[config.mk]
export PLATFORM = sky130hd
export DESIGN_NAME = cmd_rx
export DESIGN_NICKNAME = d
export VERILOG_FILES = /design/src/rtl/cmd_rx.sv
export SDC_FILE = /design/constraint.sdc
export NUM_CORES = 1
export LEC_CHECK = 0
export CORE_UTILIZATION = 49
export CTS_CLUSTER_SIZE = 28
export DETAILED_ROUTE_END_ITERATION = 8
export PLACE_DENSITY_LB_ADDON = 0.1
export SLEW_MARGIN = 20
export SYNTH_ARGS = -nofsm -noshare
export SYNTH_HDL_FRONTEND = slang
export SYNTH_SLANG_ARGS = --single-unit
[constraint.sdc]
create_clock -name clk_i -period 2.03 [get_ports clk_i]
set_input_delay 0.406 -clock clk_i [delete_from_list [all_inputs] [get_ports clk_i]]
set_output_delay 0.406 -clock clk_i [all_outputs]
set_load 0.05 [all_outputs]
[src/rtl/cmd_rx.sv]
// cmd_rx: assembles SUMP command frames from the UART byte stream.
// A short command is a single opcode byte with bit 7 clear. A long command is
// an opcode byte with bit 7 set followed by four data bytes, LSB first. Each
// complete frame is presented to the instruction decoder as one 40-bit word
// with a single-cycle strobe. An inter-byte timeout throws away a stalled long
// frame so the host can always resynchronise.
module cmd_rx #(
  parameter int unsigned TIMEOUT = 100000,
  parameter int unsigned CNT_W   = 17
) (
  input  logic        clk_i,
  input  logic        rst_in,
  input  logic [7:0]  rx_dat_i,
  input  logic        rx_stb_i,
  output logic        stb_o,
  output logic [39:0] cmd_o,
  output logic        busy_o,
  output logic        tout_o
);

  typedef enum logic {
    IDLE    = 1'b0,
    COLLECT = 1'b1
  } state_e;

  // A zero TIMEOUT turns expiry off entirely; the counter then just saturates.
  localparam bit               TOUT_EN   = (TIMEOUT != 0);
  localparam logic [CNT_W-1:0] TOUT_LAST = CNT_W'((TIMEOUT == 0) ? 0 : TIMEOUT - 1);

  state_e             state_q, state_d;
  logic [1:0]         idx_q, idx_d;
  logic [CNT_W-1:0]   cnt_q, cnt_d;
  logic [39:0]        shadow_q, shadow_d;
  logic               stb_q, stb_d;
  logic [39:0]        cmd_q, cmd_d;
  logic               tout_q, tout_d;

  // Frame assembly: decides the next state, stores incoming data bytes in the
  // shadow word and raises the completion or timeout pulse for the next cycle.
  always_comb begin
    state_d  = state_q;
    idx_d    = idx_q;
    cnt_d    = cnt_q;
    shadow_d = shadow_q;
    stb_d    = 1'b0;
    cmd_d    = cmd_q;
    tout_d   = 1'b0;

    case (state_q)
      IDLE: begin
        if (rx_stb_i) begin
          if (!rx_dat_i[7]) begin
            stb_d = 1'b1;
            cmd_d = {32'h0, rx_dat_i};
          end else begin
            shadow_d = {32'h0, rx_dat_i};
            idx_d    = 2'd0;
            cnt_d    = '0;
            state_d  = COLLECT;
          end
        end
      end

      COLLECT: begin
        if (rx_stb_i) begin
          // A byte arriving in the expiry cycle still wins over the timeout.
          cnt_d = '0;
          idx_d = idx_q + 2'd1;
          case (idx_q)
            2'd0:    shadow_d[15:8]  = rx_dat_i;
            2'd1:    shadow_d[23:16] = rx_dat_i;
            2'd2:    shadow_d[31:24] = rx_dat_i;
            default: shadow_d[39:32] = rx_dat_i;
          endcase
          if (idx_q == 2'd3) begin
            stb_d   = 1'b1;
            cmd_d   = {rx_dat_i, shadow_q[31:0]};
            idx_d   = 2'd0;
            state_d = IDLE;
          end
        end else begin
          if (cnt_q != '1) begin
            cnt_d = cnt_q + CNT_W'(1);
          end
          if (TOUT_EN && (cnt_q == TOUT_LAST)) begin
            tout_d   = 1'b1;
            idx_d    = 2'd0;
            cnt_d    = '0;
            shadow_d = '0;
            state_d  = IDLE;
          end
        end
      end

      default: begin
        state_d = IDLE;
        idx_d   = 2'd0;
        cnt_d   = '0;
      end
    endcase
  end

  // State and output registers; reset drops any partial frame silently.
  always_ff @(posedge clk_i or negedge rst_in) begin
    if (!rst_in) begin
      state_q  <= IDLE;
      idx_q    <= 2'd0;
      cnt_q    <= '0;
      shadow_q <= '0;
      stb_q    <= 1'b0;
      cmd_q    <= '0;
      tout_q   <= 1'b0;
    end else begin
      state_q  <= state_d;
      idx_q    <= idx_d;
      cnt_q    <= cnt_d;
      shadow_q <= shadow_d;
      stb_q    <= stb_d;
      cmd_q    <= cmd_d;
      tout_q   <= tout_d;
    end
  end

  assign stb_o  = stb_q;
  assign cmd_o  = cmd_q;
  assign tout_o = tout_q;
  assign busy_o = (state_q == COLLECT);

endmodule

**Word-level counts from Yosys, hierarchy flattened**

Cells that the tools add are included.

- Flip-flop bits (word level): 94
- Output and inout port bits: 43
- Word-level logic and storage cells: 78
- Input bits: 11

- Bitwise logic cells: 1
- Eq/ne operators: 17
- Multiplexer cells: 40
- Add/subtract/negate cells: 2
- Reduce and logical (&&, ||, !) cells: 8

Operators with widths:

| kind | number |
|---|---|
| 2-to-1 mux 40 bit | 4 |
| 2-to-1 mux 32 bit | 3 |
| 2-to-1 mux 17 bit | 5 |
| one-hot mux 40 bit (2 select lines) | 1 |
| one-hot mux 32 bit (2 select lines) | 1 |
| one-hot mux 17 bit (2 select lines) | 1 |
| 2-to-1 mux 8 bit | 4 |
| 2-to-1 mux 24 bit | 1 |
| AND reduction 4 bit | 5 |
| adder 17 x 1 -> 17 bit, second input constant | 1 |
| equality test 17 bit, second input constant | 1 |
| != test 17 bit, second input constant | 1 |
| 2-to-1 mux 1 bit | 12 |
| != test 3 x 2 -> 1 bit, second input constant | 4 |
| 2-to-1 mux 2 bit | 5 |
| != test 2 bit, second input constant | 5 |
| AND reduction 3 bit | 2 |
| equality test 2 bit, second input constant | 2 |
| != test 2 x 1 -> 1 bit, second input constant | 2 |
| != test 4 x 2 -> 1 bit, second input constant | 1 |
| one-hot mux 1 bit (2 select lines) | 2 |
| one-hot mux 2 bit (2 select lines) | 1 |
| adder 2 x 1 -> 2 bit, second input constant | 1 |
| equality test 2 x 1 -> 1 bit, second input constant | 1 |
| other kinds (2) | 2 |

**Longest topological paths before layout**

Gate-level depths: netlist of run 1.

- Depth after elaboration: 5
- Depth in mapped cells: 11
- Depth with buffers taken out: 10

**Worst setup path before layout of run 1**

No wires, ideal clock.

- Path type: register to register
- Start: reg cnt_q[7]
- End: reg cnt_q[11]
- Arrival time: 2.115 ns
- Setup time: 0.077 ns
- Setup slack: -0.162 ns
- Stages on the path, launching flop included: 12
- Clock period less this slack: 2.192 ns
- Data required time: 1.953 ns
- Buffers on the path: 1
- Cell sequence: dfrtp_1 -> buf_4 -> nand4_1 -> nor2_1 -> nand2_1 -> nor4_1 -> ha_1 -> nand4b_1 -> or2_2 -> nor2_1 -> o211a_1 -> a21oi_1

- Cells in the longest elaborated chain, start to end: 5
- Elaborated cells between the ends (all ways): 9
- Classes of those cells: add/sub (1); eq/ne (3); mux (4); reduce/logical (1)

RTL lines:

| element | RTL line | text |
|---|---|---|
| start: declaration | 32 | `logic [CNT_W-1:0] cnt_q, cnt_d;` |
| start signal: assignment | 116 | `cnt_q <= cnt_d;` |
| adder 17 x 1 -> 17 bit | 83 | `cnt_d = cnt_q + CNT_W'(1);` |
| 2-to-1 mux 17 bit | 82 | `if (cnt_q != '1) begin` |
| 2-to-1 mux 17 bit | 85 | `if (TOUT_EN && (cnt_q == TOUT_LAST)) begin` |
| 2-to-1 mux 17 bit | 65 | `if (rx_stb_i) begin` |
| one-hot mux 17 bit (2 select lines) | 49 | `case (state_q)` |

Several ways; a longest one is shown, not always the timed one. The select of a mux whose other input is x is not followed.
A chain may end at the register's enable or synchronous reset.

**Final worst setup path of run 1**

- Start: reg cnt_q[13]
- End: reg cnt_q[0]

- Cells in the longest elaborated chain, start to end: 4
- Elaborated cells between the ends (all ways): 7
- Classes of those cells: eq/ne (3); mux (3); reduce/logical (1)

RTL lines:

| element | RTL line |
|---|---|
| equality test 17 bit | 85 |
| 2-to-1 mux 17 bit | 85 |
| 2-to-1 mux 17 bit | 65 |
| one-hot mux 17 bit (2 select lines) | 49 |

Several ways; a longest one is shown, not always the timed one.

==> results of run 1 <==
[cell usage after synthesis, types with 2 or more instances]
| master | n |
|---|---|
| sky130_fd_sc_hd__and3_1 | 5 |
| sky130_fd_sc_hd__nor2_1 | 13 |
| sky130_fd_sc_hd__inv_1 | 9 |
| sky130_fd_sc_hd__nand2_1 | 24 |
| sky130_fd_sc_hd__buf_1 | 4 |
| sky130_fd_sc_hd__o211ai_2 | 2 |
| sky130_fd_sc_hd__or2_2 | 2 |
| sky130_fd_sc_hd__a21oi_1 | 12 |
| sky130_fd_sc_hd__dfrtp_1 | 94 |
| sky130_fd_sc_hd__o21ai_1 | 2 |
| sky130_fd_sc_hd__nor4_1 | 2 |
| sky130_fd_sc_hd__or4bb_1 | 2 |
| sky130_fd_sc_hd__nor2b_1 | 2 |
| sky130_fd_sc_hd__nor3_1 | 5 |
| sky130_fd_sc_hd__o31ai_1 | 3 |
| sky130_fd_sc_hd__a21o_1 | 2 |
| sky130_fd_sc_hd__nand4_1 | 5 |
| sky130_fd_sc_hd__a22o_1 | 67 |
| sky130_fd_sc_hd__mux2i_1 | 8 |
| sky130_fd_sc_hd__or3_1 | 4 |
| sky130_fd_sc_hd__o21ai_0 | 21 |
| sky130_fd_sc_hd__a31oi_1 | 3 |
| sky130_fd_sc_hd__ha_1 | 6 |
| sky130_fd_sc_hd__nand3_1 | 6 |
| sky130_fd_sc_hd__a211oi_1 | 2 |
| sky130_fd_sc_hd__clkbuf_1 | 13 |
[cells in the final DEF, fill, tap and decap left out, types with 3 or more instances in the layout]
cell type	synthesis	layout
sky130_fd_sc_hd__clkdlybuf4s50_1	0	51
sky130_fd_sc_hd__nor3_1	5	3
sky130_fd_sc_hd__o211ai_4	1	3
sky130_fd_sc_hd__a31oi_1	3	3
sky130_fd_sc_hd__nand4_1	5	5
sky130_fd_sc_hd__o21ai_0	21	15
sky130_fd_sc_hd__a22o_1	67	67
sky130_fd_sc_hd__o21ai_1	2	7
sky130_fd_sc_hd__ha_1	6	4
sky130_fd_sc_hd__buf_4	1	49
sky130_fd_sc_hd__a21oi_1	12	9
sky130_fd_sc_hd__and3_1	5	4
sky130_fd_sc_hd__clkbuf_8	0	9
sky130_fd_sc_hd__a21oi_2	0	3
sky130_fd_sc_hd__or3_1	4	4
sky130_fd_sc_hd__nand3_1	6	5
sky130_fd_sc_hd__mux2i_1	8	8
sky130_fd_sc_hd__buf_12	0	3
sky130_fd_sc_hd__buf_6	1	9
sky130_fd_sc_hd__dfrtp_1	94	94
sky130_fd_sc_hd__nand2_1	24	22
sky130_fd_sc_hd__nor2_1	13	10
sky130_fd_sc_hd__o31ai_1	3	3
sky130_fd_sc_hd__inv_1	9	9
[stage by stage]
step | hold slack, ps | setup slack (ps) | instance area [um^2] | setup TNS, ps | utilization (%)
after global placement | 279 | -111 | 4880 | -857 | 63.2
after detailed placement | 282 | -138 | 4880 | -2940 | 63.2
final | 453 | -103 | 5360 | -1550 | 69.3
after global routing | 457 | -205 | 5360 | -4460 | 69.3
after CTS | 439 | -88.7 | 5220 | -1560 | 67.6
after floorplan | 110 | -100 | 3950 | -1640 | -
[cell families (layout without fill, tap and decap cells)]
| logic type | count (synthesis) | after routing | share of synthesized area, % |
|---|---|---|---|
| multiplexers | 9 | 9 | 2.33 |
| AO/OA/AOI/OAI | 116 | 116 | 22.7 |
| buffers and inverters | 29 | 138 | 3.09 |
| AND/OR/NAND/NOR | 75 | 75 | 10.1 |
| adder cells (fa/ha/maj) | 6 | 6 | 1.91 |
| flip-flops | 94 | 94 | 59.9 |
[layer usage]
metal,vias up,GRT usage [%],share of wire (%)
met5,-,0,0
met4,0,6.88,1.3
met3,13,4.61,3.4
met2,79,40.0,50
met1,1542,33.7,45
li1,1442,-,-
[layout make-up]
cell class              count  share of cell area [%]
clock buffers              10                    2.38
clock inverters             6                    1.71
inverters                   9                   0.631
multi-input cells         206                    29.4
flip-flops and latches     94                    43.9
well taps                 102                    2.38
repair buffers            113                    19.6
[worst paths after layout]
kind                       depth (start not counted)               endpoint  slack, ps
min                                                2  cmd_o[26]$_DFFE_PN0P_        450
min reg2reg                                        2   cmd_o[6]$_DFFE_PN0P_        480
max in group asynchronous                          3   cnt_q[6]$_DFFE_PN0P_       1060
max reg2reg                                        6   cnt_q[0]$_DFFE_PN0P_       -100
min in group clk_i                                 2   cmd_o[6]$_DFFE_PN0P_        480
max                                                6   cnt_q[0]$_DFFE_PN0P_       -100
[power by group through the flow]
stage | Clock [W] | Sequential [W] | Combinational [W]
final | 0.00137 | 0.00248 | 0.00188
after global routing | 0.00148 | 0.00253 | 0.00201
after CTS | 0.00140 | 0.00248 | 0.00184
after detailed placement | 0 | 0.00251 | 0.00180
after global placement | 0 | 0.00251 | 0.00176
after floorplan | 0 | 0.00303 | 0.000598
[repair_timing]
action	4_1_cts	5_1_grt
hold endpoints to repair	14	0
pin swaps	17	22
endpoints found under the setup margin	44	51
buffers inserted	9	7
cloned	0	0
gates resized for setup	15	21
hold buffers	1	0
[sequential cells by signal, summed over array words and instances (netlist names)]
register,cells
cmd_o,40
shadow_q,32
cnt_q,17
idx_q,2
busy_o,1
stb_o,1
tout_o,1
==> flow_results.xml, run 1 <==
<?xml version="1.0" encoding="UTF-8"?>
<metrics>
  <group name="pwr">
    <metric name="clockPowerShare" unit="%">23.8</metric>
    <metric name="power" unit="W">0.00574</metric>
    <metric name="worst_ir_drop_vdd" unit="mV">0.397</metric>
    <metric name="leakage" unit="nW">2.51</metric>
    <metric name="power.internal" unit="W">0.00368</metric>
    <metric name="power.share.sequential" unit="%">43.3</metric>
    <metric name="netSwitchingFraction" unit="%">35.9</metric>
    <metric name="cellPowerDensity" unit="nW/um^2">1070</metric>
    <metric name="power.switching" unit="W">0.00206</metric>
    <metric name="power_frac_comb" unit="%">32.8</metric>
  </group>
  <group name="sta">
    <metric name="clock_skew" unit="ps">11.1</metric>
    <metric name="final_hold_viol_count" unit="">0</metric>
    <metric name="final_min_period_over_clock_period" unit="%">105</metric>
    <metric name="final_slew_viol_count" unit="">0</metric>
    <metric name="tightest_slew" unit="ps">513</metric>
    <metric name="slew_headroom" unit="%">65.7</metric>
    <metric name="period_minus_slack" unit="ps">2130</metric>
    <metric name="fmaxAchievable" unit="GHz">0.469</metric>
    <metric name="grt_setup_unrepaired" unit="">true</metric>
    <metric name="setup_violations" unit="">42</metric>
    <metric name="fin_ws" unit="ps">-103</metric>
  </group>
  <group name="finish">
    <metric name="fin_cells" unit="">540</metric>
    <metric name="fillCellCount" unit="">563</metric>
    <metric name="register_area" unit="um^2">2350</metric>
    <metric name="nets" unit="">450</metric>
    <metric name="antenna_cells" unit="">0</metric>
    <metric name="layout-drive-gt1-share" unit="%">23.7</metric>
    <metric name="area_overhead_of_the_layout_relative_to_synthesis" unit="%">36.3</metric>
    <metric name="area_occupied_by_multi_input_gates" unit="um^2">1570</metric>
  </group>
  <group name="logic_synthesis">
    <metric name="ys_top_cells_by_area" unit="">sky130_fd_sc_hd__dfrtp_1, sky130_fd_sc_hd__a22o_1, sky130_fd_sc_hd__o21ai_0</metric>
    <metric name="asyncSetResetFlopFracSynth" unit="%">100</metric>
    <metric name="syn-instance-count" unit="">329</metric>
    <metric name="synth_area_per_cell" unit="um^2">11.9</metric>
    <metric name="synth_top_area_share" unit="%">59.9</metric>
    <metric name="synth-seq-cells" unit="">94</metric>
    <metric name="number_of_different_library_cells_in_the_post_synthesis_netlist" unit="">37</metric>
    <metric name="synthFlopType" unit="">sky130_fd_sc_hd__dfrtp_1</metric>
    <metric name="synth.cell_area" unit="um^2">3930</metric>
    <metric name="synth_top_cell_by_area" unit="">sky130_fd_sc_hd__dfrtp_1</metric>
    <metric name="yosys_warnings" unit="">0</metric>
    <metric name="yosysSeqAreaShare" unit="%">59.9</metric>
    <metric name="synth_edf_count" unit="">0</metric>
    <metric name="total_nets_after_synthesis" unit="">346</metric>
  </group>
  <group name="drt">
    <metric name="finalWirelength" unit="mm">9.69</metric>
    <metric name="routed-via-count" unit="">3076</metric>
    <metric name="drt_pre_antenna_iters" unit="">4</metric>
    <metric name="remaining_drc_errors" unit="">0</metric>
    <metric name="vias_per_cell" unit="">5.70</metric>
    <metric name="routed_wire_length_per_instance" unit="um">17.9</metric>
    <metric name="drtAntennaViolNets" unit="">0</metric>
    <metric name="dr.first_iter.drc_count" unit="">160</metric>
  </group>
  <group name="floorplanning">
    <metric name="rows" unit="">32</metric>
    <metric name="fp.dieArea" unit="um^2">8380</metric>
    <metric name="num_ports" unit="">54</metric>
    <metric name="core-area" unit="um^2">7730</metric>
    <metric name="die-width" unit="um">91.5</metric>
    <metric name="floorplan.initialDensity" unit="%">50.8</metric>
    <metric name="die_y" unit="um">91.5</metric>
  </group>
  <group name="setup_path">
    <metric name="worst_ep_arrival_time" unit="ps">2380</metric>
    <metric name="path_cells" unit="">or4bb_1 -&gt; nor4_4 -&gt; or2_4 -&gt; buf_6 -&gt; nor2_4 -&gt; mux2_4</metric>
    <metric name="critical_path.endpoint_type" unit="">register</metric>
    <metric name="setup.worst_path.start" unit="">cnt_q[13]$_DFFE_PN0P_</metric>
    <metric name="critPathLaunchType" unit="">register</metric>
    <metric name="critical_path_cell_with_the_highest_stage_delay" unit="">sky130_fd_sc_hd__or4bb_1</metric>
    <metric name="critical_path_peak_fanout" unit="">8</metric>
    <metric name="rr_startpoint" unit="">cnt_q[13]$_DFFE_PN0P_</metric>
    <metric name="crit_path_max_incr_delay" unit="ps">560</metric>
    <metric name="crit_family" unit="">simple AND/OR/NAND/NOR gates</metric>
    <metric name="cp.required" unit="ps">2270</metric>
    <metric name="cp_num_buf_inv" unit="">1</metric>
    <metric name="timing_worst_setup_path_type" unit="">reg -&gt; reg</metric>
  </group>
  <group name="placed_design">
    <metric name="globalplace.congestion" unit="">0.849</metric>
    <metric name="dp_hpwl" unit="mm">6.38</metric>
    <metric name="place.detailed.instances" unit="">508</metric>
    <metric name="io_port_bufs" unit="">53</metric>
  </group>
  <group name="global_route">
    <metric name="grt_first_pass_wirelength" unit="mm">15.7</metric>
    <metric name="grt_start_max_net_pins" unit="">42</metric>
    <metric name="globalRoute.totalOverflow" unit="">0</metric>
    <metric name="groute.usage.overall" unit="%">24.5</metric>
    <metric name="number_of_global_route_vias_before_repair" unit="">2983</metric>
    <metric name="initial_antenna_violation_count" unit="">0</metric>
  </group>
  <group name="min_path">
    <metric name="classification_of_the_worst_slack_hold_path" unit="">in -&gt; async</metric>
  </group>
  <group name="clocking">
    <metric name="latest_clock_arrival_within_the_worst_skew_pair" unit="ps">360</metric>
    <metric name="h-tree-depth" unit="">3</metric>
    <metric name="clock_tree.root_cell" unit="">sky130_fd_sc_hd__clkbuf_8</metric>
    <metric name="numCtsBuffers" unit="">9</metric>
    <metric name="ctsLongestPathBuffers" unit="">2</metric>
    <metric name="clkSlewWorstSetupHoldPaths" unit="ps">90</metric>
    <metric name="cts_sinks" unit="">94</metric>
    <metric name="clock_tree_from_tritoncts" unit="">yes</metric>
  </group>
  <group name="run">
    <metric name="max_cap_violations" unit="">0</metric>
  </group>
  <group name="run_status">
    <metric name="run_status" unit="">complete, but fails checks</metric>
    <metric name="violations" unit="">negative setup slack</metric>
  </group>
</metrics>
No activity file was read; power rests on OpenSTA's default activity.
==> inputs of run 2 (changes only) <==
--- a/config.mk
+++ b/config.mk
@@ -5,10 +5,11 @@
 export SDC_FILE = /design/constraint.sdc
 export NUM_CORES = 1
 export LEC_CHECK = 0
-export CORE_UTILIZATION = 49
+export CORE_UTILIZATION = 34
 export CTS_CLUSTER_SIZE = 28
 export DETAILED_ROUTE_END_ITERATION = 8
 export PLACE_DENSITY_LB_ADDON = 0.1
+export SKIP_CTS_REPAIR_TIMING = 1
 export SLEW_MARGIN = 20
 export SYNTH_ARGS = -nofsm -noshare
 export SYNTH_HDL_FRONTEND = slang
==> run 2 against run 1 <==
Compared with the run above: the flow still finishes with violations (negative setup slack); cell count rose by 5.4%; fmax decreased by 3.8%; critical path type unchanged; combinational power barely moved; worst setup slack got worse by 85 ps.
==> flow_results.xml, run 2 (synthesis gave the netlist of run 1 again) <==
<?xml version="1.0" encoding="UTF-8"?>
<metrics>
  <group name="run_status">
    <metric name="run_status" unit="">complete, but fails checks</metric>
    <metric name="violations" unit="">negative setup slack</metric>
  </group>
  <group name="finish">
    <metric name="fillCellCount" unit="">1020</metric>
    <metric name="layout.cells.most_common" unit="">sky130_fd_sc_hd__dfrtp_1</metric>
    <metric name="mostFrequentLayoutCells" unit="">sky130_fd_sc_hd__dfrtp_1, sky130_fd_sc_hd__a22o_1, sky130_fd_sc_hd__clkdlybuf4s50_1</metric>
    <metric name="nets" unit="">441</metric>
    <metric name="flip_flop_count_of_the_largest_register_all_copies_and_words_added" unit="">40</metric>
    <metric name="post-route-cell-area" unit="um^2">5440</metric>
    <metric name="post-route-util" unit="%">49.3</metric>
    <metric name="antenna_cells" unit="">0</metric>
    <metric name="layout-drive-gt1-share" unit="%">22.4</metric>
    <metric name="area_overhead_of_the_layout_relative_to_synthesis" unit="%">38.4</metric>
  </group>
  <group name="floorplanning">
    <metric name="die_y" unit="um">109</metric>
    <metric name="num_ports" unit="">54</metric>
    <metric name="die-width" unit="um">109</metric>
    <metric name="core-area" unit="um^2">11000</metric>
    <metric name="fp.dieArea" unit="um^2">12000</metric>
    <metric name="floorplan.initialDensity" unit="%">35.6</metric>
    <metric name="rows" unit="">38</metric>
  </group>
  <group name="placed_design">
    <metric name="globalplace.congestion" unit="">0.790</metric>
    <metric name="pre_cts_worst_setup_slack" unit="ps">-149</metric>
    <metric name="dp_hpwl" unit="mm">6.79</metric>
    <metric name="io_port_bufs" unit="">53</metric>
    <metric name="post_dp_cell_area" unit="um^2">4970</metric>
  </group>
  <group name="sta">
    <metric name="setup_violations" unit="">44</metric>
    <metric name="grt_setup_unrepaired" unit="">true</metric>
    <metric name="period_minus_slack" unit="ps">2220</metric>
    <metric name="fin_ws" unit="ps">-187</metric>
    <metric name="final_hold_viol_count" unit="">0</metric>
    <metric name="final_min_period_over_clock_period" unit="%">109</metric>
    <metric name="fmaxAchievable" unit="GHz">0.451</metric>
    <metric name="tns" unit="ps">-4730</metric>
    <metric name="clock_skew" unit="ps">7.26</metric>
    <metric name="final_slew_viol_count" unit="">0</metric>
    <metric name="tightest_slew" unit="ps">512</metric>
    <metric name="slew_headroom" unit="%">65.7</metric>
  </group>
  <group name="drt">
    <metric name="met1_length" unit="mm">4.67</metric>
    <metric name="remaining_drc_errors" unit="">0</metric>
    <metric name="routed.top_layer" unit="">met4</metric>
    <metric name="finalWirelength" unit="mm">9.69</metric>
    <metric name="routed-via-count" unit="">3016</metric>
    <metric name="dr.first_iter.drc_count" unit="">126</metric>
    <metric name="vias_per_cell" unit="">5.30</metric>
    <metric name="dr_wl_met3" unit="um">425</metric>
    <metric name="routed-wl-met2" unit="mm">4.51</metric>
    <metric name="drt_pre_antenna_iters" unit="">4</metric>
    <metric name="routed_wire_length_per_instance" unit="um">17.0</metric>
    <metric name="drtAntennaViolNets" unit="">0</metric>
  </group>
  <group name="clocking">
    <metric name="h-tree-depth" unit="">3</metric>
    <metric name="cts_sinks" unit="">94</metric>
    <metric name="ctsLongestPathBuffers" unit="">2</metric>
    <metric name="clock_tree_from_tritoncts" unit="">yes</metric>
    <metric name="clkSlewWorstSetupHoldPaths" unit="ps">70</metric>
    <metric name="numCtsBuffers" unit="">9</metric>
    <metric name="clock_tree.root_cell" unit="">sky130_fd_sc_hd__clkbuf_16</metric>
    <metric name="latest_clock_arrival_within_the_worst_skew_pair" unit="ps">340</metric>
  </group>
  <group name="global_route">
    <metric name="grt_first_pass_wirelength" unit="mm">15.8</metric>
    <metric name="groute.usage.overall" unit="%">17.5</metric>
    <metric name="grt_start_max_net_pins" unit="">49</metric>
    <metric name="globalRoute.totalOverflow" unit="">0</metric>
    <metric name="number_of_global_route_vias_before_repair" unit="">2965</metric>
    <metric name="initial_antenna_violation_count" unit="">0</metric>
  </group>
  <group name="setup_path">
    <metric name="critical_path_peak_fanout" unit="">8</metric>
    <metric name="worst_ep_arrival_time" unit="ps">2440</metric>
    <metric name="timing_worst_setup_path_type" unit="">reg -&gt; reg</metric>
    <metric name="worst-r2r-setup-slack" unit="ps">-190</metric>
    <metric name="cp.required" unit="ps">2260</metric>
    <metric name="critPathLaunchType" unit="">register</metric>
    <metric name="critical_path.endpoint_type" unit="">register</metric>
  </group>
  <group name="pwr">
    <metric name="leakage" unit="nW">2.51</metric>
    <metric name="cellPowerDensity" unit="nW/um^2">1100</metric>
    <metric name="worst_ir_drop_vdd" unit="mV">0.668</metric>
  </group>
  <group name="run">
    <metric name="max_cap_violations" unit="">0</metric>
  </group>
  <group name="min_path">
    <metric name="classification_of_the_worst_slack_hold_path" unit="">reg -&gt; reg</metric>
  </group>
</metrics>
run 2: report_power, final:
| group | internal (W) | switching (W) |
|---|---|---|
| registers | 0.00224 | 0.000240 |
| clock network | 0.000864 | 0.000784 |
| logic | 0.000729 | 0.00113 |
run 2: final timing paths:
path,start,to,cells past startpoint
max reg2reg,cnt_q[7]$_DFFE_PN0P_,shadow_q[23]$_DFFE_PN0P_,7
max,cnt_q[7]$_DFFE_PN0P_,shadow_q[23]$_DFFE_PN0P_,7
min in group asynchronous,rst_in,shadow_q[27]$_DFFE_PN0P_,2
max in group asynchronous,rst_in,cmd_o[1]$_DFFE_PN0P_,3
min reg2reg,cmd_o[1]$_DFFE_PN0P_,cmd_o[1]$_DFFE_PN0P_,2
min,cmd_o[1]$_DFFE_PN0P_,cmd_o[1]$_DFFE_PN0P_,2
run 2: area by class of cell:
| type | count | area [um^2] | share of cell area [%] |
|---|---|---|---|
| inverters | 9 | 33.8 | 0.622 |
| clock inverters | 7 | 67.6 | 1.24 |
| multi-input cells | 206 | 1570 | 28.9 |
| well taps | 140 | 175 | 3.22 |
| flip-flops and latches | 94 | 2350 | 43.3 |
| clock buffers | 9 | 225 | 4.14 |
| repair buffers | 104 | 1010 | 18.6 |
run 2: metrics by stage:
step	power (W)	hold WS, ps	cells
6_report	0.00598	484	569
5_1_grt	0.00630	513	569
4_1_cts	0.00601	-15.1	564
3_5_place_dp	0.00434	354	548
3_3_place_gp	0.00432	352	548
2_1_floorplan	0.00363	110	329
run 2: routing by layer:
layer  up-vias  global-route usage, %
met2        77                   27.6
met4         0                   4.76
met3         7                   3.50
li1       1428                      -
met1      1504                   24.6
met5         -                      0
run 2: critical path: stages (launching register included):
cell and delay, ps:
sky130_fd_sc_hd__dfrtp_1 410, sky130_fd_sc_hd__buf_4 130, sky130_fd_sc_hd__or4b_4 470, sky130_fd_sc_hd__nor4_4 370, sky130_fd_sc_hd__or2_4 290, sky130_fd_sc_hd__buf_6 120
sky130_fd_sc_hd__o211ai_4 100, sky130_fd_sc_hd__a22o_1 210
==> inputs of run 3 (changes only) <==
==> constraint.sdc (replaced) <==
create_clock -name clk_i -period 1.9 [get_ports clk_i]
set_input_delay 0.38 -clock clk_i [delete_from_list [all_inputs] [get_ports clk_i]]
set_output_delay 0.38 -clock clk_i [all_outputs]
set_load 0.05 [all_outputs]
==> run 3 against run 2 <==
Compared with the run above: the run still ends with negative setup slack left; die area is the same; clock-buffer cell count grew 5; critical path depth shrank 1; global-route usage grew 0.43 points; sequential share of layout area shrank 1.5 points; worst hold slack lost 470 ps; register-to-register slack lost 90 ps; final area grew 3.5%; critical path type unchanged; critical endpoint is now shadow_q[19]$_DFFE_PN0P_.
==> flow_results.xml, run 3 (synthesis gave the netlist of run 1 again) <==
<?xml version="1.0" encoding="UTF-8"?>
<metrics>
  <group name="run_status">
    <metric name="run_status" unit="">complete, but fails checks</metric>
    <metric name="violations" unit="">negative setup slack</metric>
  </group>
  <group name="finish">
    <metric name="antenna_cells" unit="">0</metric>
    <metric name="flip_flop_count_of_the_largest_register_all_copies_and_words_added" unit="">40</metric>
    <metric name="nets" unit="">461</metric>
    <metric name="post-route-cell-area" unit="um^2">5630</metric>
    <metric name="area_overhead_of_the_layout_relative_to_synthesis" unit="%">43.3</metric>
    <metric name="layout-drive-gt1-share" unit="%">32.7</metric>
    <metric name="mostFrequentLayoutCells" unit="">sky130_fd_sc_hd__dfrtp_1, sky130_fd_sc_hd__buf_4, sky130_fd_sc_hd__a22o_1</metric>
    <metric name="layout.cells.most_common" unit="">sky130_fd_sc_hd__dfrtp_1</metric>
  </group>
  <group name="setup_path">
    <metric name="critical_path.endpoint_type" unit="">register</metric>
    <metric name="worst-r2r-setup-slack" unit="ps">-280</metric>
    <metric name="critical_path_cell_with_the_highest_stage_delay" unit="">sky130_fd_sc_hd__or4b_4</metric>
    <metric name="critical_path_peak_fanout" unit="">8</metric>
    <metric name="critPathLaunchType" unit="">register</metric>
    <metric name="setup.worst_path.start" unit="">cnt_q[8]$_DFFE_PN0P_</metric>
    <metric name="worst_ep_arrival_time" unit="ps">2400</metric>
    <metric name="worst_r2r_path_depth" unit="">6</metric>
    <metric name="cp.required" unit="ps">2120</metric>
    <metric name="crit_path_max_incr_delay" unit="ps">570</metric>
    <metric name="rr_endpoint" unit="">shadow_q[19]$_DFFE_PN0P_</metric>
    <metric name="critPathCapture" unit="">shadow_q[19]$_DFFE_PN0P_</metric>
    <metric name="rr_startpoint" unit="">cnt_q[8]$_DFFE_PN0P_</metric>
    <metric name="timing_worst_setup_path_type" unit="">reg -&gt; reg</metric>
    <metric name="path_cells" unit="">or4b_4 -&gt; nor4_4 -&gt; or2_4 -&gt; buf_12 -&gt; o211ai_4 -&gt; a22o_1</metric>
  </group>
  <group name="min_path">
    <metric name="classification_of_the_worst_slack_hold_path" unit="">in -&gt; async</metric>
  </group>
  <group name="floorplanning">
    <metric name="die-width" unit="um">109</metric>
    <metric name="die_y" unit="um">109</metric>
    <metric name="num_ports" unit="">54</metric>
    <metric name="floorplan.initialDensity" unit="%">35.6</metric>
    <metric name="rows" unit="">38</metric>
    <metric name="fp.dieArea" unit="um^2">12000</metric>
    <metric name="core-area" unit="um^2">11000</metric>
  </group>
  <group name="sta">
    <metric name="setup_violations" unit="">52</metric>
    <metric name="final_min_period_over_clock_period" unit="%">115</metric>
    <metric name="final_hold_viol_count" unit="">0</metric>
    <metric name="fmaxAchievable" unit="GHz">0.459</metric>
    <metric name="tightest_slew" unit="ps">517</metric>
    <metric name="hold_ws" unit="ps">8.91</metric>
    <metric name="fin_ws" unit="ps">-279</metric>
    <metric name="period_minus_slack" unit="ps">2180</metric>
    <metric name="slew_headroom" unit="%">65.5</metric>
    <metric name="grt_setup_unrepaired" unit="">true</metric>
    <metric name="final_slew_viol_count" unit="">0</metric>
    <metric name="tns" unit="ps">-9600</metric>
    <metric name="clock_skew" unit="ps">6.13</metric>
  </group>
  <group name="placed_design">
    <metric name="post_dp_cell_area" unit="um^2">5020</metric>
    <metric name="globalplace.congestion" unit="">0.796</metric>
    <metric name="io_port_bufs" unit="">53</metric>
    <metric name="dp_hpwl" unit="mm">6.87</metric>
    <metric name="pre_cts_worst_setup_slack" unit="ps">-303</metric>
  </group>
  <group name="pwr">
    <metric name="power.switching" unit="W">0.00225</metric>
    <metric name="power" unit="W">0.00653</metric>
    <metric name="worst_ir_drop_vdd" unit="mV">0.646</metric>
    <metric name="power.internal" unit="W">0.00428</metric>
    <metric name="power_frac_comb" unit="%">31.0</metric>
    <metric name="cellPowerDensity" unit="nW/um^2">1160</metric>
    <metric name="leakage" unit="nW">2.87</metric>
    <metric name="netSwitchingFraction" unit="%">34.5</metric>
    <metric name="power.share.sequential" unit="%">40.5</metric>
    <metric name="clockPowerShare" unit="%">28.5</metric>
  </group>
  <group name="global_route">
    <metric name="initial_antenna_violation_count" unit="">0</metric>
    <metric name="globalRoute.totalOverflow" unit="">0</metric>
    <metric name="groute.usage.overall" unit="%">18.0</metric>
    <metric name="grt_start_max_net_pins" unit="">38</metric>
    <metric name="number_of_global_route_vias_before_repair" unit="">3012</metric>
    <metric name="grt_first_pass_wirelength" unit="mm">16.1</metric>
  </group>
  <group name="drt">
    <metric name="routed-via-count" unit="">3116</metric>
    <metric name="finalWirelength" unit="mm">10.2</metric>
    <metric name="remaining_drc_errors" unit="">0</metric>
    <metric name="drtAntennaViolNets" unit="">0</metric>
    <metric name="dr.first_iter.drc_count" unit="">126</metric>
    <metric name="vias_per_cell" unit="">5.29</metric>
    <metric name="drt_pre_antenna_iters" unit="">4</metric>
    <metric name="routed_wire_length_per_instance" unit="um">17.3</metric>
  </group>
  <group name="clocking">
    <metric name="clock_tree.root_cell" unit="">sky130_fd_sc_hd__clkbuf_16</metric>
    <metric name="latest_clock_arrival_within_the_worst_skew_pair" unit="ps">340</metric>
    <metric name="h-tree-depth" unit="">3</metric>
    <metric name="numCtsBuffers" unit="">9</metric>
    <metric name="cts_sinks" unit="">94</metric>
    <metric name="ctsLongestPathBuffers" unit="">2</metric>
    <metric name="clock_tree_from_tritoncts" unit="">yes</metric>
    <metric name="clkSlewWorstSetupHoldPaths" unit="ps">70</metric>
  </group>
  <group name="run">
    <metric name="max_cap_violations" unit="">0</metric>
  </group>
</metrics>
run 3: cell count changes in the layout (fill, tap and decap cells not counted), sizes merged:
cell           previous run  this run
bufinv                    0         1
inv                      13        10
clkdlybuf4s50            51        16
dlymetal6s2s              0        12
clkinv                    3         0
buf                      52        96
dlygate4sd3               1         0
clkbuf                    9        14
run 3: critical path: cells and delay by family (launching register included):
kind | cells | cell delay [ps]
buf+inv | 1 | 130
compound gates | 2 | 350
simple gates | 3 | 1180
flops | 1 | 410
run 3: worst min-delay path by stage:
stage / startpoint / to / slack [ps]
5_1_grt: rst_in / shadow_q[18]$_DFFE_PN0P_ / 50
6_report: rst_in / shadow_q[18]$_DFFE_PN0P_ / 9
4_1_cts: rst_in / cmd_o[23]$_DFFE_PN0P_ / 30
2_1_floorplan: rst_in / busy_o$_DFF_PN0_ / 80
3_5_place_dp: rst_in / shadow_q[18]$_DFFE_PN0P_ / 400
3_3_place_gp: rst_in / shadow_q[18]$_DFFE_PN0P_ / 400
run 3: metrics by stage:
| stage | utilization, % | std cells |
|---|---|---|
| 2_1_floorplan | - | 329 |
| 6_report | 51.0 | 589 |
| 3_5_place_dp | 45.5 | 562 |
| 4_1_cts | 48.3 | 578 |
| 5_1_grt | 51.0 | 589 |
| 3_3_place_gp | 45.5 | 562 |
run 3: power by group through the flow:
stage | clock (W) | combinational [W] | sequential, W
6_report | 0.00186 | 0.00202 | 0.00265
5_1_grt | 0.00197 | 0.00218 | 0.00270
4_1_cts | 0.00190 | 0.00197 | 0.00265
3_5_place_dp | 0 | 0.00196 | 0.00268
3_3_place_gp | 0 | 0.00194 | 0.00268
2_1_floorplan | 0 | 0.000641 | 0.00324
run 3: area by class of cell:
class,instances,area (um^2)
Timing Repair Buffer,124,1150
Fill cell,1004,5400
Clock buffer,14,264
Clock inverter,2,38.8
Tap cell,140,175
Sequential cell,94,2350
Multi-Input combinational cell,206,1610
Inverter,9,33.8
run 3: routing by layer:
layer / global-route usage [%] / routed length [um] / up-vias
met5: 0 / 0 / -
met4: 6.29 / 95 / 0
met3: 2.25 / 342 / 7
met2: 28.0 / 4880 / 52
met1: 25.7 / 4880 / 1588
li1: - / - / 1469
